===== src/rtl/mc_ctrl_unit_pkg.sv =====
// Shared encodings for the multi-cycle MIPS control unit: opcodes, functs,
// datapath select codes, FSM states and the decoded control word.
package mc_ctrl_unit_pkg;

  localparam logic [5:0] OP_RTYPE = 6'h00;
  localparam logic [5:0] OP_J     = 6'h02;
  localparam logic [5:0] OP_JAL   = 6'h03;
  localparam logic [5:0] OP_BEQ   = 6'h04;
  localparam logic [5:0] OP_BNE   = 6'h05;
  localparam logic [5:0] OP_ADDI  = 6'h08;
  localparam logic [5:0] OP_SLTI  = 6'h0A;
  localparam logic [5:0] OP_ANDI  = 6'h0C;
  localparam logic [5:0] OP_ORI   = 6'h0D;
  localparam logic [5:0] OP_XORI  = 6'h0E;
  localparam logic [5:0] OP_LUI   = 6'h0F;
  localparam logic [5:0] OP_LW    = 6'h23;
  localparam logic [5:0] OP_SW    = 6'h2B;

  localparam logic [5:0] FN_SRL = 6'h02;
  localparam logic [5:0] FN_JR  = 6'h08;
  localparam logic [5:0] FN_ADD = 6'h20;
  localparam logic [5:0] FN_SUB = 6'h22;
  localparam logic [5:0] FN_AND = 6'h24;
  localparam logic [5:0] FN_OR  = 6'h25;
  localparam logic [5:0] FN_XOR = 6'h26;
  localparam logic [5:0] FN_NOR = 6'h27;
  localparam logic [5:0] FN_SLT = 6'h2A;

  localparam logic [2:0] ALU_AND = 3'b000;
  localparam logic [2:0] ALU_OR  = 3'b001;
  localparam logic [2:0] ALU_ADD = 3'b010;
  localparam logic [2:0] ALU_XOR = 3'b011;
  localparam logic [2:0] ALU_NOR = 3'b100;
  localparam logic [2:0] ALU_SRL = 3'b101;
  localparam logic [2:0] ALU_SUB = 3'b110;
  localparam logic [2:0] ALU_SLT = 3'b111;

  localparam logic [1:0] DTR_ALU = 2'b00;
  localparam logic [1:0] DTR_MEM = 2'b01;
  localparam logic [1:0] DTR_LUI = 2'b10;
  localparam logic [1:0] DTR_PC4 = 2'b11;

  localparam logic [1:0] BR_PC4    = 2'b00;
  localparam logic [1:0] BR_TARGET = 2'b01;
  localparam logic [1:0] BR_JUMP   = 2'b10;
  localparam logic [1:0] BR_JR     = 2'b11;

  typedef enum logic [2:0] {
    S_IDLE, S_FETCH, S_DECODE, S_MEM, S_COMMIT, S_FAULT
  } state_e;

  typedef enum logic [2:0] {
    BRC_NONE, BRC_BEQ, BRC_BNE, BRC_J, BRC_JR
  } brc_e;

  typedef struct packed {
    logic       regdst;
    logic       alusrc;
    logic       jal;
    logic       regwrite;
    logic [1:0] dtr;
    brc_e       brc;
    logic [2:0] alu;
    logic       is_mem;
    logic       is_store;
  } ctrl_t;

  // Conditional branches only resolve once the sampled zero flag is known.
  function automatic logic [1:0] br_resolve(brc_e c, logic z);
    case (c)
      BRC_BEQ: return z ? BR_TARGET : BR_PC4;
      BRC_BNE: return z ? BR_PC4 : BR_TARGET;
      BRC_J:   return BR_JUMP;
      BRC_JR:  return BR_JR;
      default: return BR_PC4;
    endcase
  endfunction

endpackage


===== src/rtl/mc_ctrl_decode.sv =====
// Combinational instruction decoder: opcode/funct -> datapath control word.
module mc_ctrl_decode
  import mc_ctrl_unit_pkg::*;
(
  input  logic [5:0] opcode_i,
  input  logic [5:0] funct_i,
  output ctrl_t      ctrl_o,
  output logic       illegal_o
);

  always_comb begin
    ctrl_o    = '0;
    illegal_o = 1'b0;
    case (opcode_i)
      OP_RTYPE: begin
        ctrl_o.regdst   = 1'b1;
        ctrl_o.regwrite = 1'b1;
        ctrl_o.dtr      = DTR_ALU;
        case (funct_i)
          FN_ADD: ctrl_o.alu = ALU_ADD;
          FN_SUB: ctrl_o.alu = ALU_SUB;
          FN_AND: ctrl_o.alu = ALU_AND;
          FN_OR:  ctrl_o.alu = ALU_OR;
          FN_XOR: ctrl_o.alu = ALU_XOR;
          FN_NOR: ctrl_o.alu = ALU_NOR;
          FN_SLT: ctrl_o.alu = ALU_SLT;
          FN_SRL: ctrl_o.alu = ALU_SRL;
          FN_JR: begin
            ctrl_o.regdst   = 1'b0;
            ctrl_o.regwrite = 1'b0;
            ctrl_o.brc      = BRC_JR;
          end
          default: begin
            ctrl_o    = '0;
            illegal_o = 1'b1;
          end
        endcase
      end
      OP_ADDI, OP_ANDI, OP_ORI, OP_XORI, OP_SLTI: begin
        ctrl_o.alusrc   = 1'b1;
        ctrl_o.regwrite = 1'b1;
        case (opcode_i)
          OP_ANDI: ctrl_o.alu = ALU_AND;
          OP_ORI:  ctrl_o.alu = ALU_OR;
          OP_XORI: ctrl_o.alu = ALU_XOR;
          OP_SLTI: ctrl_o.alu = ALU_SLT;
          default: ctrl_o.alu = ALU_ADD;
        endcase
      end
      OP_LUI: begin
        ctrl_o.alusrc   = 1'b1;
        ctrl_o.regwrite = 1'b1;
        ctrl_o.dtr      = DTR_LUI;
      end
      OP_LW: begin
        ctrl_o.alusrc   = 1'b1;
        ctrl_o.regwrite = 1'b1;
        ctrl_o.dtr      = DTR_MEM;
        ctrl_o.alu      = ALU_ADD;
        ctrl_o.is_mem   = 1'b1;
      end
      OP_SW: begin
        ctrl_o.alusrc   = 1'b1;
        ctrl_o.alu      = ALU_ADD;
        ctrl_o.is_mem   = 1'b1;
        ctrl_o.is_store = 1'b1;
      end
      OP_BEQ: begin
        ctrl_o.alu = ALU_SUB;
        ctrl_o.brc = BRC_BEQ;
      end
      OP_BNE: begin
        ctrl_o.alu = ALU_SUB;
        ctrl_o.brc = BRC_BNE;
      end
      OP_J: ctrl_o.brc = BRC_J;
      OP_JAL: begin
        ctrl_o.brc      = BRC_J;
        ctrl_o.jal      = 1'b1;
        ctrl_o.regwrite = 1'b1;
        ctrl_o.dtr      = DTR_PC4;
      end
      default: illegal_o = 1'b1;
    endcase
  end

endmodule


===== src/rtl/mc_ctrl_unit.sv =====
// Multi-cycle sequencer: fetch over req/ack, decode into a held control word,
// optional data-memory access, then a single commit strobe per instruction.
module mc_ctrl_unit
  import mc_ctrl_unit_pkg::*;
#(
  parameter int ACK_TIMEOUT = 255,
  parameter int CNT_W       = 32
) (
  input  logic             clk,
  input  logic             rst,
  input  logic             run,
  input  logic [31:0]      inst,
  output logic             inst_req,
  input  logic             inst_ack,
  output logic             mem_req,
  output logic             mem_wr,
  input  logic             mem_ack,
  input  logic             zero,
  output logic [25:0]      inst_field,
  output logic             RegDst,
  output logic             ALUSrc_B,
  output logic             Jal,
  output logic             RegWrite,
  output logic [1:0]       DatatoReg,
  output logic [1:0]       Branch,
  output logic [2:0]       ALU_Control,
  output logic             cpu_en,
  output logic             illegal,
  output logic             fault,
  output logic [CNT_W-1:0] retired
);

  localparam logic [7:0]       TMO_LAST = 8'(ACK_TIMEOUT - 1);
  localparam logic [CNT_W-1:0] RET_ONE  = 1;

  state_e           state_q, state_d;
  logic [25:0]      ir_q;
  ctrl_t            ctrl_q, dec_ctrl;
  logic             dec_illegal;
  logic [7:0]       cnt_q;
  logic             z_q;
  logic             inst_req_q, mem_req_q, mem_wr_q, cpu_en_q, regwrite_q;
  logic             illegal_q, fault_q;
  logic [CNT_W-1:0] retired_q;
  logic             load, timeout;

  mc_ctrl_decode u_decode (
    .opcode_i  (inst[31:26]),
    .funct_i   (inst[5:0]),
    .ctrl_o    (dec_ctrl),
    .illegal_o (dec_illegal)
  );

  assign load    = (state_q == S_FETCH) && inst_ack;
  assign timeout = (cnt_q == TMO_LAST);

  always_comb begin
    state_d = state_q;
    case (state_q)
      S_IDLE:   if (run) state_d = S_FETCH;
      S_FETCH: begin
        if (inst_ack)     state_d = S_DECODE;
        else if (timeout) state_d = S_FAULT;
      end
      S_DECODE: state_d = ctrl_q.is_mem ? S_MEM : S_COMMIT;
      S_MEM: begin
        if (mem_ack)      state_d = S_COMMIT;
        else if (timeout) state_d = S_FAULT;
      end
      S_COMMIT: state_d = run ? S_FETCH : S_IDLE;
      S_FAULT:  state_d = S_FAULT;
      default:  state_d = S_IDLE;
    endcase
  end

  // Strobes are derived from the next state so they line up with the state they belong to.
  always_ff @(posedge clk) begin
    if (rst) begin
      state_q    <= S_IDLE;
      ir_q       <= '0;
      ctrl_q     <= '0;
      cnt_q      <= '0;
      z_q        <= 1'b0;
      inst_req_q <= 1'b0;
      mem_req_q  <= 1'b0;
      mem_wr_q   <= 1'b0;
      cpu_en_q   <= 1'b0;
      regwrite_q <= 1'b0;
      illegal_q  <= 1'b0;
      fault_q    <= 1'b0;
      retired_q  <= '0;
    end else begin
      state_q    <= state_d;
      cnt_q      <= (state_d == state_q) ? cnt_q + 8'd1 : 8'd0;
      inst_req_q <= (state_d == S_FETCH);
      mem_req_q  <= (state_d == S_MEM);
      mem_wr_q   <= (state_d == S_MEM) && ctrl_q.is_store;
      cpu_en_q   <= (state_d == S_COMMIT);
      regwrite_q <= (state_d == S_COMMIT) && ctrl_q.regwrite;
      if (state_d == S_FAULT) fault_q <= 1'b1;
      if (load) begin
        ir_q      <= inst[25:0];
        ctrl_q    <= dec_ctrl;
        illegal_q <= illegal_q | dec_illegal;
      end
      if (state_q == S_DECODE) z_q <= zero;
      if (state_q == S_COMMIT) retired_q <= retired_q + RET_ONE;
    end
  end

  assign inst_req    = inst_req_q;
  assign mem_req     = mem_req_q;
  assign mem_wr      = mem_wr_q;
  assign cpu_en      = cpu_en_q;
  assign RegWrite    = regwrite_q;
  assign inst_field  = ir_q;
  assign RegDst      = ctrl_q.regdst;
  assign ALUSrc_B    = ctrl_q.alusrc;
  assign Jal         = ctrl_q.jal;
  assign DatatoReg   = ctrl_q.dtr;
  assign ALU_Control = ctrl_q.alu;
  assign Branch      = br_resolve(ctrl_q.brc, z_q);
  assign illegal     = illegal_q;
  assign fault       = fault_q;
  assign retired     = retired_q;

endmodule


===== config.mk =====
export PLATFORM = sky130hd
export DESIGN_NAME = mc_ctrl_unit
export DESIGN_NICKNAME = d
export VERILOG_FILES = /design/src/rtl/mc_ctrl_unit_pkg.sv /design/src/rtl/mc_ctrl_decode.sv /design/src/rtl/mc_ctrl_unit.sv
export SDC_FILE = /design/constraint.sdc
export NUM_CORES = 1
export LEC_CHECK = 0
export CAP_MARGIN = 10
export CORE_MARGIN = 2
export CORE_UTILIZATION = 45
export DETAILED_ROUTE_END_ITERATION = 6
export PLACE_DENSITY = 0.77
export SLEW_MARGIN = 10
export SYNTH_ARGS = -nofsm -noshare
export SYNTH_HDL_FRONTEND = slang
export SYNTH_SLANG_ARGS = --single-unit

===== constraint.sdc =====
create_clock -name clk -period 1.9 [get_ports clk]
set_input_delay 0.38 -clock clk [delete_from_list [all_inputs] [get_ports clk]]
set_output_delay 0.38 -clock clk [all_outputs]
set_load 0.01 [all_outputs]

==> results of run 1 <==
## synthesized netlist by cell type (all sizes together), types with 4 or more instances
cell type	instances	area [um^2]
a21oi	63	315.3
and2	8	50.05
and3	7	43.79
and3b	4	35.03
and4	6	52.55
buf	11	85.08
clkbuf	30	112.6
dfxtp	91	1822
inv	12	45.04
nand2	82	307.8
nand2b	9	56.30
nand3	16	80.08
nand3b	5	37.54
nand4	15	121.4
nor2	23	86.33
nor2b	6	37.54
nor3	13	65.06
nor4	4	31.28
o21ai	18	90.09
o31ai	16	120.1
or3	8	50.05
or4	14	105.1
xnor2	4	35.03
xor2	12	105.1
## critical path, delay by kind of cell (launching register included)
kind / cells / cell delay [ns]
simple gates: 1 / 0.40
flops: 1 / 0.33
compound gates: 2 / 0.24
buf+inv: 1 / 0.13
## final timing paths
check,slack [ns],startpoint,to,depth (start not counted)
max,0.07,z_q,Branch[0],4
min,0.46,ctrl_q[0],ctrl_q[0],2
max reg2reg,0.07,state_q[2],cnt_q[3],5
min reg2reg,0.46,ctrl_q[0],ctrl_q[0],2
## cell usage in the layout (no fill, tap or decap), drive strengths merged, types with 7 or more instances in the layout
cell / instances
or4: 14
and2: 8
inv: 12
buf: 56
or3: 8
dfxtp: 91
xor2: 12
and3: 7
nand4: 15
nand2: 82
o31ai: 16
clkdlybuf4s50: 109
nand2b: 9
a21oi: 63
o21ai: 18
clkbuf: 11
nand3: 16
nor3: 13
nor2: 23
## cell families (layout without fill, tap and decap cells)
family | count (synthesis) | after routing
and+or+nand+nor | 234 | 234
DFF | 91 | 91
buffers and inverters | 53 | 194
xor gates and xnor gates | 16 | 16
AOI/OAI and AO/OA | 123 | 123
muxes | 3 | 3
adders and majority gates | 4 | 4
## metrics by stage
step	power (mW)	std cells	setup WS, ns
2_1_floorplan	2.239	524	0.1690
3_5_place_dp	2.500	778	-0.2106
3_3_place_gp	2.489	778	-0.1080
6_report	3.805	794	0.07212
4_1_cts	3.838	794	-0.01071
5_1_grt	3.969	794	0.007071
## routing by layer
metal / track usage / vias to the layer above / wire length, um
met2: 0.3785 / 143 / 5524
met4: 0.08308 / 0 / 168
met3: 0.02804 / 16 / 590
met5: 0 / - / 0
met1: 0.2874 / 2009 / 5161
li1: - / 2152 / -
## layout make-up
type,instances,area (um^2),area share
Clock buffer,11,141.4,0.02332
Clock inverter,5,62.56,0.01032
Inverter,12,45.04,0.007429
Multi-Input combinational cell,380,2287,0.3772
Sequential cell,91,1823,0.3007
Tap cell,129,161.4,0.02662
Timing Repair Buffer,166,1543,0.2544
## what timing repair did
item / 4_1_cts / 5_1_grt
pin swaps: 0 / 2
endpoints found under the setup margin: 2 / 12
gates resized for setup: 9 / 8
buffers inserted: 0 / 0
## power by group through the flow
stage | registers, mW | logic (mW) | clock network (mW)
global route | 1.98 | 0.527 | 1.46
detailed placement | 2.02 | 0.484 | 0
global placement | 2.01 | 0.475 | 0
floorplan | 2.03 | 0.211 | 0
CTS | 1.97 | 0.486 | 1.38
finish | 1.97 | 0.486 | 1.35
## state kept, by name (all words and copies together) (netlist names), 2 cells and up
| register | flops |
|---|---|
| ALU_Control | 3 |
| DatatoReg | 2 |
| state_q | 3 |
| inst_field | 26 |
| retired | 32 |
| ctrl_q | 6 |
| cnt_q | 8 |
==> results.ini, run 1 <==
[cells_and_area]
drive_gt1_frac=0.1293
post-route-util=0.6531
nNetsFinal=701
final_area_um2=6063
fill_cells=789
antennaDiodeCount=0
syn2layout_area_growth_pct=40.55

[critical_path]
crit_type=flop to primary output
critPathArrivalTime_ns=1.45
cp-end-kind=primary output
crit_slowest_cell=or3b_4
required_ns=1.52
cp_max_fo=2
critPathMaxStageDelay_ns=0.40
cp-start-kind=flop
crit_chain=or3b_4, a21oi_2, a21o_1, buf_2

[floorplanning]
dieArea_um2=10390
die_x_um=101.9
pin_count=113
core_um2=9284
rows=35
start_util=0.4647
fp.dieH_um=101.9

[synthesis]
synth-xor-area-share=0.03248
synthAdderAreaFrac=0.01102
synth-edff-count=0
async_flop_share=0
synth-seq-cells=91
ys_warn_count=0
synth_ff_type=dfxtp_1
ys_types=63
seq_area_frac_synth=0.4223
synth_top_family_by_area=simple AND/OR/NAND/NOR gates
synthMuxAreaShare=0.007541
avgSynthCellArea_um2=8.233
synthesis.nets=565
synth_cells=524
synth_compound_area_frac=0.1711
syn-cell-area_um2=4314
synth-simple-area-share=0.2993

[cts]
clk_pin_slew_ns=0.09
htreeDepth=3
cts_tree=built
clk_latency_ns=0.36
clock-sinks=91
clock-root-buffer=clkbuf_8
cts_made_buffers=9
postCtsHoldBufs=0
clk_path_buf_depth=2

[timing]
fin_crit_sh=0.9620
slew_violations=0
worst_slew_pin_slew_ns=0.6446
rsz0062_at_grt=no
fin_worst_skew_ns=0.01291
min_period_ns=1.828
setup_viol=0
max_freq_mhz=547.1
setup_tns_ns=0
worst_hold_slack_ns=0.4556
max_slew_margin=0.5703
hold_violations=0

[place]
placed_area_um2=5838
place_congestion=0.9574
hpwl_um=8170
port_buffers=112

[power_and_ir_drop]
comb_power_share=0.128
p_switching_uw=961.5
irDropWorstVdd_mv=0.3801
p_per_area_nw_per_um2=627.5
swShare=0.2527
p_clk_frac=0.354
power_frac_seq=0.518
p_leak_nw=2.137
p_int_mw=2.843

[global_routing]
grt_pass1_vias=4101
gr-total-overflow=0
grt_pass1_wl_um=18740
grt_max_degree=78
gr-usage-all-layers=0.2217
antenna_found_initial=0

[drt]
drt-vias-per-instance=5.441
firstDrtPassIters=5
via_count=4320
final_antenna_net_count=0
drc=0
drt_iter0_drc=164
wl_per_cell_um=14.41
wirelength_um=11450

[job]
drv_cap=0

[min_path]
hp-class=flop to flop

[status]
status=finished, final reports clean

(Power assumes the default switching activity.)
==> run 2: changes to the inputs <==
--- a/config.mk
+++ b/config.mk
@@ -9,6 +9,7 @@
 export CORE_MARGIN = 2
 export CORE_UTILIZATION = 45
 export DETAILED_ROUTE_END_ITERATION = 6
+export HOLD_SLACK_MARGIN = 0.12
 export PLACE_DENSITY = 0.77
 export SLEW_MARGIN = 10
 export SYNTH_ARGS = -nofsm -noshare
==> results of run 2 <==
Final layout, timing and power as in run 1 (identical DEF).
